File: config.mk
export PLATFORM = sky130hd
export DESIGN_NAME = song_bram_loader
export DESIGN_NICKNAME = d
export VERILOG_FILES = /design/src/rtl/song_pkg.sv /design/src/rtl/song_bram_loader.sv
export SDC_FILE = /design/constraint.sdc
export NUM_CORES = 1
export LEC_CHECK = 0
export CAP_MARGIN = 10
export CORE_MARGIN = 5
export CORE_UTILIZATION = 30
export CTS_CLUSTER_SIZE = 30
export DETAILED_ROUTE_END_ITERATION = 6
export PLACE_DENSITY = 0.45
export SLEW_MARGIN = 40
export SYNTH_ARGS = -nofsm -noshare
export SYNTH_HDL_FRONTEND = slang
export SYNTH_SLANG_ARGS = --single-unit
File: constraint.sdc
create_clock -name clk -period 7.55 [get_ports clk]
set_input_delay 1.51 -clock clk [delete_from_list [all_inputs] [get_ports clk]]
set_output_delay 1.51 -clock clk [all_outputs]
set_load 0.01 [all_outputs]
File: src/rtl/song_pkg.sv
// song_pkg: shared definitions for the song BRAM loader.
// Holds the loader state encoding and the song length width.
package song_pkg;

    localparam int SONG_LEN_W = 16;

    typedef enum logic [2:0] {
        IDLE   = 3'd0,
        LEN_LO = 3'd1,
        LEN_HI = 3'd2,
        DATA   = 3'd3,
        CHK    = 3'd4,
        DONE   = 3'd5,
        ERR    = 3'd6
    } song_state_t;

endpackage

File: src/rtl/song_bram_loader.sv
// song_bram_loader: receives a length-prefixed byte stream and writes the
// samples into the song BRAM write port.
// Stream format: len_lo, len_hi, len data bytes [, checksum byte].
// Optional feature macro: SONG_LOADER_CHECKSUM_EN adds a trailing checksum
// byte; sum of data bytes plus that byte must be 0 mod 256.
//
// state  | meaning
// IDLE   | waiting for start after reset
// LEN_LO | expecting length low byte
// LEN_HI | expecting length high byte, length is checked here
// DATA   | accepting sample bytes, one BRAM write per byte
// CHK    | expecting checksum byte (checksum build only)
// DONE   | load succeeded, song_len valid
// ERR    | load failed (length too large or bad checksum)
module song_bram_loader
    import song_pkg::*;
#(
    parameter int ADDR_W = 16,
    parameter int DEPTH  = 65536
) (
    input  logic                  clk,
    input  logic                  reset,
    input  logic                  start,
    input  logic [7:0]            s_data,
    input  logic                  s_valid,
    output logic                  s_ready,
    output logic                  mem_we,
    output logic [ADDR_W-1:0]     mem_addr,
    output logic [7:0]            mem_din,
    output logic                  busy,
    output logic                  done,
    output logic                  error,
    output logic [SONG_LEN_W-1:0] song_len
);

    song_state_t           state;
    logic [SONG_LEN_W-1:0] len_q;
    logic [SONG_LEN_W-1:0] remain_q;
    logic [ADDR_W-1:0]     addr_q;
    logic [SONG_LEN_W-1:0] len_w;
    logic                  accept;
`ifdef SONG_LOADER_CHECKSUM_EN
    logic [7:0]            sum_q;
`endif

    assign accept = s_valid & s_ready;
    assign len_w  = {s_data, len_q[7:0]};

    // Status and handshake outputs decoded straight from the state.
    always_comb begin
        s_ready = 1'b0;
        busy    = 1'b0;
        case (state)
            LEN_LO, LEN_HI, DATA, CHK: begin
                s_ready = 1'b1;
                busy    = 1'b1;
            end
            default: ;
        endcase
        done  = (state == DONE);
        error = (state == ERR);
    end

    // Load sequencer: length capture, remaining-byte down-counter, BRAM write port.
    always_ff @(posedge clk or posedge reset) begin
        if (reset) begin
            state    <= IDLE;
            len_q    <= '0;
            remain_q <= '0;
            addr_q   <= '0;
            mem_we   <= 1'b0;
            mem_addr <= '0;
            mem_din  <= '0;
            song_len <= '0;
`ifdef SONG_LOADER_CHECKSUM_EN
            sum_q    <= '0;
`endif
        end else begin
            mem_we <= 1'b0;
            case (state)
                IDLE, DONE, ERR: begin
                    if (start) begin
                        state  <= LEN_LO;
                        addr_q <= '0;
`ifdef SONG_LOADER_CHECKSUM_EN
                        sum_q  <= '0;
`endif
                    end
                end
                LEN_LO: begin
                    if (accept) begin
                        len_q[7:0] <= s_data;
                        state      <= LEN_HI;
                    end
                end
                LEN_HI: begin
                    if (accept) begin
                        len_q    <= len_w;
                        remain_q <= len_w;
                        if (len_w == '0) begin
                            song_len <= '0;
                            state    <= DONE;
                        end else if (32'(len_w) > DEPTH) begin
                            state <= ERR;
                        end else begin
                            state <= DATA;
                        end
                    end
                end
                DATA: begin
                    if (accept) begin
                        mem_we   <= 1'b1;
                        mem_addr <= addr_q;
                        mem_din  <= s_data;
                        addr_q   <= addr_q + 1'b1;
                        remain_q <= remain_q - 1'b1;
`ifdef SONG_LOADER_CHECKSUM_EN
                        sum_q    <= sum_q + s_data;
                        if (remain_q == 16'd1) begin
                            state <= CHK;
                        end
`else
                        if (remain_q == 16'd1) begin
                            song_len <= len_q;
                            state    <= DONE;
                        end
`endif
                    end
                end
`ifdef SONG_LOADER_CHECKSUM_EN
                CHK: begin
                    if (accept) begin
                        if (8'(sum_q + s_data) == 8'd0) begin
                            song_len <= len_q;
                            state    <= DONE;
                        end else begin
                            state <= ERR;
                        end
                    end
                end
`endif
                default: state <= IDLE;
            endcase
        end
    end

endmodule
# Yosys cells after proc, flatten, opt, wreduce, memory -nomap -nowiden
# Index checks and enable logic that the tools add are counted.
[classes]
add_sub_neg = 2
eq_ne = 13
muxes = 23
bitwise_logic = 2
reduce_logical = 13
[op_table]
columns = ["op", "n"]
rows = [
  ["$mux W16", 8],
  ["$pmux W16 S2", 3],
  ["$mux W3", 6],
  ["$add A16 B1 Y16 const B", 1],
  ["$eq A16 B1 Y1 const B", 1],
  ["$logic_not A16 Y1", 1],
  ["$pmux W8 S2", 1],
  ["$sub A16 B1 Y16 const B", 1],
  ["$ne A2 B2 Y1 const B", 6],
  ["$pmux W3 S4", 1],
  ["$reduce_and A5 Y1", 2],
  ["$eq A3 B3 Y1 const B", 3],
  ["$reduce_and A3 Y1", 3],
  ["$mux W8", 1],
  ["$eq A3 B2 Y1 const B", 2],
  ["$reduce_and A2 Y1", 2],
  ["$reduce_bool A2 Y1", 2],
  ["$reduce_or A4 Y1", 1],
  ["$eq A3 B1 Y1 const B", 1],
  ["$logic_not A3 Y1", 1],
  ["$mux W1", 3],
  ["$reduce_or A3 Y1", 1],
  ["$and A1 B1 Y1", 1],
  ["$not A1 Y1", 1],
]
[totals]
reg_bits = 92
input_bits = 12
output_inout_bits = 45
word_cells = 62

# Longest topological paths before layout
[logic_depth]
depth_word = 6
mapped_depth = 8
depth_no_buf = 6

# Worst setup path after synthesis
# No wires, ideal clock.
[synth_timing]
path_kind = "reg-to-output"
start = "register state[0]"
end = "output port s_ready"
arrival_time_ns = 1.586
t_required_ns = 6.040
setup_slack_ns = 4.454
stages_incl_launch_ff = 6
path_buffers = 3
cell_sequence = "dfrtp_1 > clkbuf_1 > clkbuf_1 > nor2_1 > xnor2_1 > buf_4"
[synth_between]
elab_chain_len = 3
word_cells_on_any_way = 6
classes_between = "eq/ne: 4; mux: 1; reduce/logical: 1"
[synth_rtl]
columns = ["element", "line", "text"]
rows = [
  ["from (decl)", "song_bram_loader.sv:36", "song_state_t state;"],
  ["from (signal assigned)", "song_bram_loader.sv:67", "state <= IDLE;"],
  ["from (signal assigned)", "song_bram_loader.sv:83", "state <= LEN_LO;"],
  ["from (signal assigned)", "song_bram_loader.sv:93", "state <= LEN_HI;"],
  ["$eq A3 B1 Y1 (tied with other cells)", "n/a", ""],
  ["$reduce_or A4 Y1 (*)", "n/a", ""],
  ["$mux W1 (*)", "n/a", ""],
  ["to (decl)", "song_bram_loader.sv:26", "output logic s_ready,"],
]
# Mark *: on every way between the ends. The rest lies on a longest branch, timed or not.

# Worst setup path after layout
[layout_timing]
start = "input port s_valid"
end = "register song_len[11]"
[layout_between]
elab_chain_len = 3
word_cells_on_any_way = 4
classes_between = "eq/ne: 2; bitwise: 1; reduce/logical: 1"
[layout_rtl]
columns = ["element", "line", "text"]
rows = [
  ["from (decl)", "song_bram_loader.sv:25", "input logic s_valid,"],
  ["$and A1 B1 Y1 (*)", "song_bram_loader.sv:46", "assign accept = s_valid & s_ready;"],
  ["$ne A2 B2 Y1 (no source line)", "n/a", ""],
  ["$reduce_and A5 Y1 (no source line) (*)", "n/a", ""],
  ["to (signal assigned)", "song_bram_loader.sv:124", "song_len <= len_q;"],
  ["to (decl)", "song_bram_loader.sv:33", "output logic [SONG_LEN_W-1:0] song_len"],
]
# Marked as above.
# A chain may end at the register's enable or synchronous reset.

==> flow_metrics.py <==
metrics = {
    "sta": {
        "min_period_over_period": 0.5279,
        "rsz0062_at_grt": "false",
        "fin_ws_ns": 3.564,
        "clock.fmax_mhz": 250.9,
        "slew_headroom": 0.4378,
        "final_hold_viol_count": 0,
        "finalSetupViolations": 0,
        "worst_slew_pin_slew_ns": 0.8402,
        "tns_ns": 0,
        "slew_viol_final": 0,
        "skew_ns": 0.004927,
        "period_minus_slack_ns": 3.986,
    },
    "floorplanning": {
        "start_util": 0.3042,
        "dieArea_um2": 17200,
        "ios": 57,
        "coreArea_um2": 14480,
        "die-width_um": 131.2,
        "die_y_um": 131.2,
        "rows": 44,
    },
    "drt": {
        "drtPass1Iterations": 5,
        "drt_iter0_drc": 217,
        "drt_wl_total_um": 11280,
        "viasPerCell": 4.905,
        "wl_per_cell_um": 16.00,
        "via_count": 3458,
        "drc": 0,
        "final_antenna_net_count": 0,
    },
    "logic_synthesis": {
        "syn_inst": 469,
        "avgSynthCellArea_um2": 9.391,
        "yosysWarningCount": 0,
        "syn_nets": 484,
        "synthArstFlopShare": 1.000,
        "ys_seq_area_frac": 0.5227,
        "synth_area_um2": 4404,
        "synth-main-ff-cell": "dfrtp_1",
        "synth-edff-count": 0,
        "synth-seq-cells": 92,
        "yosysUniqueCellTypes": 54,
    },
    "global_routing": {
        "grt_pass1_vias": 3394,
        "grt_pass1_wl_um": 18910,
        "overflow": 0,
        "antenna_found_initial": 0,
        "grt_use_total": 0.1348,
        "grt_max_degree": 52,
    },
    "clocking": {
        "ctsResizeCount": 0,
        "cts.path.max_buffers": 2,
        "cts_tree": "done",
        "clock-sinks": 92,
        "htreeDepth": 3,
        "numCtsBuffers": 9,
        "clock_latency_ns": 0.34,
        "ctsHoldBuffers": 0,
        "cts.reportedPaths.clkPinSlew_ns": 0.07,
        "cts_setup_buffers": 0,
        "cts-root-buf": "clkbuf_16",
    },
    "setup_path": {
        "endpoint_kind": "register",
        "required_ns": 7.81,
        "max_stage_delay_ns": 0.72,
        "path_class": "in2reg",
        "crit_path_max_fanout": 22,
        "critPathSlowestCell": "and3b_1",
        "timing.critical_path.cells": "clkdlybuf4s50_1, and3b_1, nand2_2, o22ai_4, mux2i_1",
        "setup.worst_path.start_class": "primary input",
        "arrival_ns": 4.25,
    },
    "job": {
        "maxCapViolCount": 0,
    },
    "hold_path": {
        "hold_class": "reg2reg",
    },
    "final_layout": {
        "stdcell_count": 705,
        "final_layout_size_suffix_gt1_frac": 0.07486,
        "fin_area_um2": 5414,
        "regArea_um2": 2303,
        "n_antenna_cell": 0,
        "area_growth_pct": 22.93,
        "utilization": 0.3739,
        "multi_input_area_um2": 1927,
        "fillCellCount": 1490,
        "fin_nets": 531,
    },
    "place": {
        "dpl_cell_area_um2": 5119,
        "hpwl_um": 7648,
        "place_inst": 689,
        "post-place-ws_ns": 3.147,
        "gp_congestion": 0.8080,
        "io_buffers": 56,
    },
    "pwr": {
        "p_per_area_nw_per_um2": 339.0,
        "leakage_nw": 2.400,
        "ir_drop_uv": 121.9,
    },
    "status": {
        "status": "completed",
    },
}
[worst max-delay path: cells and delay by family]
family	cells	cell delay [ns]
AOI/OAI and AO/OA	1	0.68
buffers and inverters	1	0.61
muxes	1	0.28
and+or+nand+nor	2	1.15
[kinds of logic (layout without fill, tap and decap cells)]
kind of cell | count (synthesis) | count (layout) | synth area share
buf+inv | 45 | 97 | 0.04375
compound gates | 66 | 66 | 0.09120
fa+ha+maj | 3 | 3 | 0.008524
xor+xnor | 10 | 10 | 0.01989
simple gates | 224 | 224 | 0.2457
flops | 92 | 92 | 0.5227
mux | 29 | 29 | 0.06818
[sequential cells by signal, summed over array words and instances, names as in the netlist]
signal,flops
addr_q,16
len_q,16
mem_addr,16
mem_din,8
mem_we,1
remain_q,16
song_len,16
state,3
[placed cells by master, fill, tap and decap left out, types with 2 or more instances in the layout]
cell,n
inv_1,21
nor4_4,2
mux2i_1,21
nor2_1,20
nor3b_1,2
o31a_1,2
dfrtp_1,91
xor2_1,4
and4_1,2
clkbuf_16,9
clkdlybuf4s50_1,56
o21ai_0,19
ha_1,3
nand4_1,10
or4_1,2
xnor2_1,6
nand3b_1,3
a2bb2oi_1,2
nor4_1,8
inv_6,4
a21oi_1,15
or3_1,2
nand2_1,134
and3b_1,3
nor4b_1,2
inv_8,2
o22ai_1,11
and3_1,5
nand3_1,10
nor3_1,8
o22a_1,2
and2_1,2
mux2_2,8
a31oi_1,4
[layer usage]
layer  routed length, um  track usage  vias to the layer above
met5                   0            0                        -
met4                 107      0.03984                        0
met3                 546      0.03096                        7
met2                4901       0.1950                       91
met1                5728       0.2001                     1650
li1                    -            -                     1710
[synth_stat cells, types with 2 or more instances]
cell type / instances / area (um2)
buf_2: 6 / 30.03
or3_1: 2 / 12.51
a21oi_1: 15 / 75.07
nor4_1: 8 / 50.05
and4_1: 2 / 17.52
and3b_1: 4 / 35.03
o31a_1: 2 / 17.52
inv_1: 22 / 82.58
o22ai_1: 12 / 75.07
or4_1: 2 / 15.01
a31oi_1: 4 / 25.02
a2bb2oi_1: 2 / 17.52
clkbuf_1: 11 / 41.29
and2_1: 2 / 12.51
nand4_1: 10 / 62.56
and3_1: 5 / 31.28
dfrtp_1: 92 / 2302
mux2i_1: 21 / 210.2
ha_1: 3 / 37.54
o22a_1: 2 / 17.52
nor2_1: 21 / 78.83
xor2_1: 4 / 35.03
nor4b_1: 2 / 17.52
nor3_1: 8 / 40.04
mux2_2: 8 / 90.09
xnor2_1: 6 / 52.55
nor3b_1: 2 / 15.01
nand2_1: 134 / 503.0
nand3b_1: 3 / 22.52
nor4_4: 2 / 42.54
o21ai_0: 19 / 95.09
buf_4: 2 / 15.01
nand3_1: 10 / 50.05
[through the flow]
step	power, mW	hold WS (ns)
detailed placement	1.396	0.4611
CTS	1.859	0.4788
global route	1.976	0.4933
global placement	1.391	0.4597
floorplan	1.178	0.4455
finish	1.835	0.4733
[path summary, 6_finish.rpt]
check                      depth (start not counted)                     start                       end  slack (ns)
min in group asynchronous                          2                     reset   mem_addr[2]$_DFFE_PP0P_        1.58
hold reg to reg                                    2  mem_addr[11]$_DFFE_PP0P_  mem_addr[11]$_DFFE_PP0P_        0.47
max in group asynchronous                          3                     reset   song_len[9]$_DFFE_PP0P_        4.92
setup / recovery                                   5                   s_valid  song_len[11]$_DFFE_PP0P_        3.56
setup reg to reg                                   4      state[1]$_DFFE_PP0P_  song_len[11]$_DFFE_PP0P_        4.57
hold / removal                                     2  mem_addr[11]$_DFFE_PP0P_  mem_addr[11]$_DFFE_PP0P_        0.47
[power by group]
part	total (mW)	switching [mW]	internal (mW)
clock	0.453	0.220	0.234
combinational	0.586	0.328	0.258
sequential	0.796	0.170	0.626
total	1.84	0.718	1.12
[final cells by class]
cell class                      count  share of cell area
Sequential cell                    92              0.4255
Multi-Input combinational cell    332              0.3559
Timing Repair Buffer               57              0.1049
Tap cell                          184             0.04252
Clock buffer                        9             0.04160
Inverter                           24             0.01733
Clock inverter                      7             0.01225
Power figures use the tool's default switching activity.
